### src/rtl/scroll_frame_gen_if.sv
// Column-stream handshake between a column source and scroll_frame_gen.
// The source drives col_data/col_valid; the frame generator answers with col_ready.
interface scroll_frame_gen_if;
  logic [4:0] col_data;
  logic       col_valid;
  logic       col_ready;

  modport master (output col_data, col_valid, input col_ready);
  modport slave  (input col_data, col_valid, output col_ready);
endinterface

### src/rtl/scroll_frame_gen.sv
// 7x5 scrolling frame store: shifts one column left every SCROLL_DIV clocks, new columns enter at column 7.
// Build option SCROLL_WRAP_EN: on a starved tick, recirculate column 1 into column 7 instead of blanking.
//
// state | meaning
// IDLE  | frame waiting for its first column; always ready, divider parked at 0
// RUN   | divider running; a column shifts in on every tick (blank/wrapped if starved)
// HOLD  | paused; divider and frame frozen until pause drops
module scroll_frame_gen #(
  parameter int SCROLL_DIV = 8,
  parameter int CNT_W      = 24
) (
  input  logic                CLK,
  input  logic                RST,
  scroll_frame_gen_if.slave   col,
  input  logic                pause,
  input  logic                clear,
  output logic [34:0]         frame,
  output logic                step_pulse,
  output logic [7:0]          underflow_cnt
);

  typedef enum logic [1:0] {IDLE, RUN, HOLD} state_t;

  localparam logic [CNT_W-1:0] TICK_VAL = CNT_W'(SCROLL_DIV - 1);

  state_t           state, state_nxt;
  logic [CNT_W-1:0] cnt, cnt_nxt;
  logic             tick;
  logic             do_shift;
  logic [4:0]       shift_col;
  logic             uf_inc;

  assign tick = (cnt == TICK_VAL);

  always_comb begin
    state_nxt     = state;
    cnt_nxt       = cnt;
    col.col_ready = 1'b0;
    do_shift      = 1'b0;
    shift_col     = 5'b0;
    uf_inc        = 1'b0;
    if (clear) begin
      state_nxt = IDLE;
      cnt_nxt   = '0;
    end else begin
      case (state)
        IDLE: begin
          col.col_ready = 1'b1;
          cnt_nxt       = '0;
          if (col.col_valid) begin
            do_shift  = 1'b1;
            shift_col = col.col_data;
            state_nxt = RUN;
          end
        end
        RUN: begin
          if (pause) begin
            state_nxt = HOLD;
          end else begin
            col.col_ready = tick;
            cnt_nxt       = tick ? '0 : cnt + 1'b1;
            if (tick) begin
              do_shift = 1'b1;
              if (col.col_valid) begin
                shift_col = col.col_data;
              end else begin
`ifdef SCROLL_WRAP_EN
                shift_col = frame[4:0];
`else
                shift_col = 5'b0;
                uf_inc    = 1'b1;
`endif
              end
            end
          end
        end
        HOLD: begin
          if (!pause) state_nxt = RUN;
        end
        default: state_nxt = IDLE;
      endcase
    end
  end

  always_ff @(posedge CLK) begin
    if (RST) begin
      state         <= IDLE;
      cnt           <= '0;
      frame         <= '0;
      step_pulse    <= 1'b0;
      underflow_cnt <= 8'd0;
    end else begin
      state      <= state_nxt;
      cnt        <= cnt_nxt;
      step_pulse <= do_shift;
      if (clear) begin
        frame <= '0;
      end else if (do_shift) begin
        frame <= {shift_col, frame[34:5]};
      end
      // saturate rather than wrap so a long starvation stays visible
      if (uf_inc && (underflow_cnt != 8'hFF)) begin
        underflow_cnt <= underflow_cnt + 8'd1;
      end
    end
  end

endmodule

### src/flat_wrapper.sv
// flat-port wrapper written by rule: the top's interface ports become plain ports
module scroll_frame_gen_flat 
#(
  parameter int SCROLL_DIV = 8,
  parameter int CNT_W      = 24
)
  (CLK, RST, pause, clear, frame, step_pulse, underflow_cnt, col_col_data, col_col_valid, col_col_ready);
  scroll_frame_gen_if col_i ();
  input  logic CLK;
  input  logic RST;
  input  logic pause;
  input  logic clear;
  output logic [34:0] frame;
  output logic step_pulse;
  output logic [7:0] underflow_cnt;
  input wire logic [$bits(col_i.col_data)-1:0] col_col_data;
  input wire logic [$bits(col_i.col_valid)-1:0] col_col_valid;
  output wire logic [$bits(col_i.col_ready)-1:0] col_col_ready;
  assign col_i.col_data = col_col_data;
  assign col_i.col_valid = col_col_valid;
  assign col_col_ready = col_i.col_ready;
  scroll_frame_gen #(.SCROLL_DIV(SCROLL_DIV), .CNT_W(CNT_W)) u_core (.CLK(CLK), .RST(RST), .col(col_i), .pause(pause), .clear(clear), .frame(frame), .step_pulse(step_pulse), .underflow_cnt(underflow_cnt));
endmodule
### config.mk
export PLATFORM = sky130hd
export DESIGN_NAME = scroll_frame_gen_flat
export DESIGN_NICKNAME = d
export VERILOG_FILES = /design/src/rtl/scroll_frame_gen_if.sv /design/src/rtl/scroll_frame_gen.sv /design/src/flat_wrapper.sv
export SDC_FILE = /design/constraint.sdc
export NUM_CORES = 1
export LEC_CHECK = 0
export CORE_MARGIN = 5
export CORE_UTILIZATION = 40
export DETAILED_ROUTE_END_ITERATION = 8
export DONT_BUFFER_PORTS = 1
export PLACE_DENSITY = 0.68
export RECOVER_POWER = 50
export SYNTH_ARGS = -nofsm -noshare
export SYNTH_HDL_FRONTEND = slang
export SYNTH_SLANG_ARGS = --single-unit
export TNS_END_PERCENT = 100
### constraint.sdc
create_clock -name CLK -period 2.4 [get_ports CLK]
set_input_delay 0.48 -clock CLK [delete_from_list [all_inputs] [get_ports CLK]]
set_output_delay 0.48 -clock CLK [all_outputs]
set_load 0.01 [all_outputs]
==> impl_metrics.yaml <==
synthesis:
  yosysTopAreaCellShare: 0.456
  ys_ff_latch: 70
  async_reset_ff_frac: 0
  synth_largest_area_cell: "dfxtp_1"
  netlist_top_cells_area: "dfxtp_1 46%, mux2i_1 11%, nor2_1 7.5%"
  synth-seq-area-share: 0.456
  netlist_area_um2: 3070
  yosysUniqueCellTypes: 46
  synth_edf_count: 0
  syn-mean-instance-area_um2: 9.14
  synth_flop_cell: "dfxtp_1"
  synth_most_common_cell: "dfxtp_1"
  synth_cells: 336
  yosys_warnings: 0
  synthesis.nets: 348
  synth_common_cells: "70 x dfxtp_1, 61 x nor2_1, 35 x mux2i_1"
global_routing:
  grt_start_max_net_pins: 37
  gr-total-overflow: 0
  grt_pass1_vias: 2509
  antenna_found_initial: 0
  grt_usage: 0.151
  grt_pass1_wl_um: 11800
pwr:
  p_per_area_nw_per_um2: 584
  p_leak_nw: 1.39
  peakVddDrop_mv: 0.236
  p_total_w: 0.00217
timing:
  fmax_ghz: 0.378
  tightest_slew_ns: 0.654
  hold_viol: 0
  whs_ns: 0.189
  fin_ws_ns: -0.247
  post-route-period-util: 1.10
  maxSlewViolCount: 0
  rsz0062_at_grt: "true"
  period_needed_ns: 2.65
  finalClockSkew_ns: 0.0133
  setup_viol_count_final: 9
  slew-limit-headroom: 0.560
setup_path:
  r2r-end: "u_core.underflow_cnt[4]"
  reg2regPathDepth: 7
  required_ns: 1.92
  cp-start-kind: "flip-flop"
  cp.arrival_ns: 2.17
  rr_startpoint: "u_core.cnt[7]"
  cp_max_fo: 2
  cp-end-kind: "output port"
  crit_type: "reg -> out"
  cp_slowest_cell: "or4_1"
  rrSetupSlack_ns: -0.16
  slowest_delay_ns: 0.54
  worstPathCellList: "or4_1 > or2_4 > or3_4 > a211oi_2 > buf_4"
floorplanning:
  fp.dieArea_um2: 9530
  ios: 55
  core_um2: 7610
  chipWidth_um: 97.6
  num_rows: 32
  chipHeight_um: 97.6
  initial_core_util: 0.404
placement:
  gp_congestion: 0.914
  dp_hpwl_um: 5160
  pre_cts_ws_ns: -0.00226
  portBuffers: 0
detailed_routing:
  wire_per_inst_um: 15.4
  vias_per_cell: 5.60
  wirelength_um: 7340
  first_iter_violations: 175
  first_pass_iters: 4
  antenna_left: 0
  remaining_drc_errors: 0
  route.vias.total: 2667
min_path:
  holdPathEnd: "u_core.underflow_cnt[6]"
  hp-class: "in -> reg"
  hold_path_depth: 1
  hp-start: "RST"
clocking:
  cts_htree_levels: 3
  clk_pin_slew_worst_paths_ns: 0.09
  ctsHoldBuffers: 0
  numCtsBuffers: 9
  clock_latency_ns: 0.35
  cts_tree: "yes"
  cts_sinks: 70
  cts_buffer_depth: 2
  clock-root-buffer: "clkbuf_8"
layout:
  utilization: 0.488
  area_delta_synth_final_pct: 20.9
  num-fill-cells: 729
  n_antenna_cell: 0
  drive_above_1_share: 0.193
  num-nets-final: 381
run:
  maxCapViolCount: 0
outcome:
  violations: "negative setup slack"
  outcome: "complete, but fails checks"
area by class of cell:
class,instances,area [um2],share of cell area
clock buffer,9,124,0.0334
inverter,3,11.3,0.00303
sequential,70,1400,0.377
multi-input combinational,247,1730,0.465
timing repair buffer,38,259,0.0698
tap,102,128,0.0344
clock inverter,7,62.6,0.0169
power breakdown:
group	internal [W]	total [W]	switching [W]
sequential	0.00117	0.00117	0.00000794
clock	0.000398	0.000905	0.000507
combinational	0.0000356	0.0000877	0.0000521
routing by layer:
layer / track usage / part of all wire
met4: 0.0692 / 0.019
met5: 0 / 0
met1: 0.179 / 0.43
met3: 0.0538 / 0.076
met2: 0.242 / 0.48
worst max-delay path by stage:
| stage | slack [ns] | start | end |
|---|---|---|---|
| 3_3_place_gp | 0.01 | u_core.cnt[5] | col_col_ready |
| 6_report | -0.25 | u_core.cnt[7] | col_col_ready |
| 2_1_floorplan | 0.009 | u_core.cnt[7] | u_core.underflow_cnt[4] |
| 4_1_cts | -0.28 | u_core.cnt[5] | col_col_ready |
| 3_5_place_dp | -0.002 | u_core.cnt[5] | u_core.underflow_cnt[7] |
| 5_1_grt | -0.32 | u_core.cnt[5] | col_col_ready |
critical path, delay by kind of cell (launching register included):
family                 cells  cell delay [ns]
flip-flops                 1             0.32
AO/OA/AOI/OAI              1             0.19
buffers and inverters      1             0.15
AND/OR/NAND/NOR            3             1.16
placed cells by master, fill, tap and decap left out, drive strengths merged, types with 12 or more instances in the layout:
cell type / Yosys / final
nand4: 12 / 12
a21oi: 14 / 14
buf: 2 / 28
mux2i: 35 / 35
nand2: 18 / 18
dfxtp: 70 / 70
clkbuf: 14 / 19
nor2: 61 / 61
nand3: 12 / 12
registers in the layout (all words and copies together), names as in the netlist:
register and count:
u_core.underflow_cnt 8, u_core.frame 35, u_core.step_pulse 1, u_core.cnt 24, u_core.state 2
cell families after synthesis:
logic type / Yosys count / share of synthesized area
AO/OA/AOI/OAI: 49 / 0.114
XOR/XNOR: 9 / 0.0257
adder cells (fa/ha/maj): 2 / 0.00815
buffers and inverters: 19 / 0.0257
flip-flops: 70 / 0.456
multiplexers: 36 / 0.118
AND/OR/NAND/NOR: 151 / 0.252
timing repair:
item / CTS / global route
setup endpoints to repair: 3 / 9
cloned: 0 / 0
pin swaps: 4 / 5
gates resized for setup: 12 / 14
endpoints found under the hold margin: 0 / 0
setup buffers: 4 / 1
metrics by stage:
step,TNS (ns),area [um2],cells
floorplan,0,3070,336
global placement,0,3390,455
detailed placement,-0.00226,3390,455
CTS,-1.32,3660,475
global route,-2.32,3710,476
finish,-1.18,3710,476
Note: power is estimated with default switching activity, not from simulation.
==> edit, RTL diff (same flow settings) <==
`CNT_W` is set to 24 in 2 places; all go to 48.
--- a/src/rtl/scroll_frame_gen.sv
+++ b/src/rtl/scroll_frame_gen.sv
@@ -7,7 +7,7 @@
 // HOLD  | paused; divider and frame frozen until pause drops
 module scroll_frame_gen #(
   parameter int SCROLL_DIV = 8,
-  parameter int CNT_W      = 24
+  parameter int CNT_W      = 48
 ) (
   input  logic                CLK,
   input  logic                RST,
--- a/src/flat_wrapper.sv
+++ b/src/flat_wrapper.sv
@@ -2,7 +2,7 @@
 module scroll_frame_gen_flat 
 #(
   parameter int SCROLL_DIV = 8,
-  parameter int CNT_W      = 24
+  parameter int CNT_W      = 48
 )
   (CLK, RST, pause, clear, frame, step_pulse, underflow_cnt, col_col_data, col_col_valid, col_col_ready);
   scroll_frame_gen_if col_i ();
Behaviour: no difference found for any inputs over 10 cycles, from zero or initial values and one cycle with RST high; that may be too few to reach the edited logic, so the function may still have changed.
==> edit against the unedited design <==
- cell area increased by 38%
- clock power increased by 14%
- total power grew 24%
- clock skew fell by 0.0012 ns
- cell count grew 53%
- sequential cell count up 24
- routed wire length up 52%
- core utilization is 1.4 points lower
- setup slack better by 0.30 ns
- area after synthesis is 43% higher
- largest power group unchanged
==> edit: results (changes against the unedited design) <==
- The area of the multi-input gates is 0.00246 mm2 (+42%).
- The area share of fa/ha/maj cells after synthesis is 0.570% (-0.24 points).
- The highest cell delay on the worst timing path came to 0.35 ns (-0.19 ns).
- The fraction of area in clock buffers and inverters is 3.65% (-1.4 points).
- The routability congestion estimate from global placement is 0.877 (-4.1%).
- The internal reg-to-reg setup slack came to 0.10 ns (+0.26 ns).
- The fill cell instance count of the final layout is 1,038 (+42%).
- In this run the critical register-to-register path is launched from u_core.cnt[1]$_SDFFE_PP0P_.
- The met3 usage in global routing is 3.74% (-1.6 points).
- For this design, the slowest cell found on the critical path is dfxtp_2.
- The insertion delay to the later sink of the worst-skew pair is 0.37 ns (+0.02 ns).
- The number of standard cells in the final layout excluding fillers is 727 (+53%).
- The transition at the pin with the smallest max-transition slack was 0.645 ns (-0.00808 ns).
- The maximum vdd drop is 0.312 mV (+32%).
- The per-instance average area after synthesis came to 7.94 um2 (-13%).
- The sequential share of the synthesized area is 42.9% (-2.8 points).
- The xor and xnor area share after synthesis is 4.39% (+1.8 points).
- The wire length on met2 is 5.44 mm (+55%).
- The non-clock buffer share of cell area came to 7.10% (+0.12 points).
- The count of cell types in the netlist is 49 (+6.5%).
- The estimated wirelength of the detail-placed design is 7.75 mm (+50%).
- The worst hold path terminates at u_core.step_pulse$_SDFF_PP0_.
- The multi-input logic cell count is 422 (+71%).
- In the post-synthesis netlist, the biggest area contributors are dfxtp_1 (43%), nand2_1 (8.5%), a21oi_1 (7.2%).
- The net count reported at finish is 594 (+56%).
- The run finished with clean final reports.
- The share of the synthesized area in compound gates (AO/OA/AOI/OAI) is 14.2% (+2.8 points).
- The global-route usage over all layers is 16.8% (+1.7 points).
[edit: cell types whose count changed after synthesis, sizes merged, moves of 9 or more]
cell	unedited run	this run
xor2	6	15
nor2	61	52
buf	2	17
or3	1	12
mux2i	35	1
a21oi	14	64
o21ai	2	23
dfxtp	70	94
nor3	5	16
nand3	12	33
nand2	18	100
nor4	4	17
[edit: metrics by stage]
stage | area (um2) | util, % | worst slack [ns]
after CTS | 4990 | 46.3 | -0.0821
after global routing | 5110 | 47.4 | -0.0999
final | 5110 | 47.4 | 0.0503
after floorplan | 4390 | - | 0.177
after detailed placement | 4740 | 43.9 | -0.0519
after global placement | 4740 | 43.9 | -0.0235
[edit: power groups by stage]
stage / Clock [uW] / Combinational, uW / Sequential (uW)
floorplan: 0 / 70.4 / 1600
global placement: 0 / 86.4 / 1600
detailed placement: 0 / 88.4 / 1600
CTS: 1050 / 91.3 / 1560
global route: 1110 / 104 / 1570
finish: 1030 / 93.8 / 1560
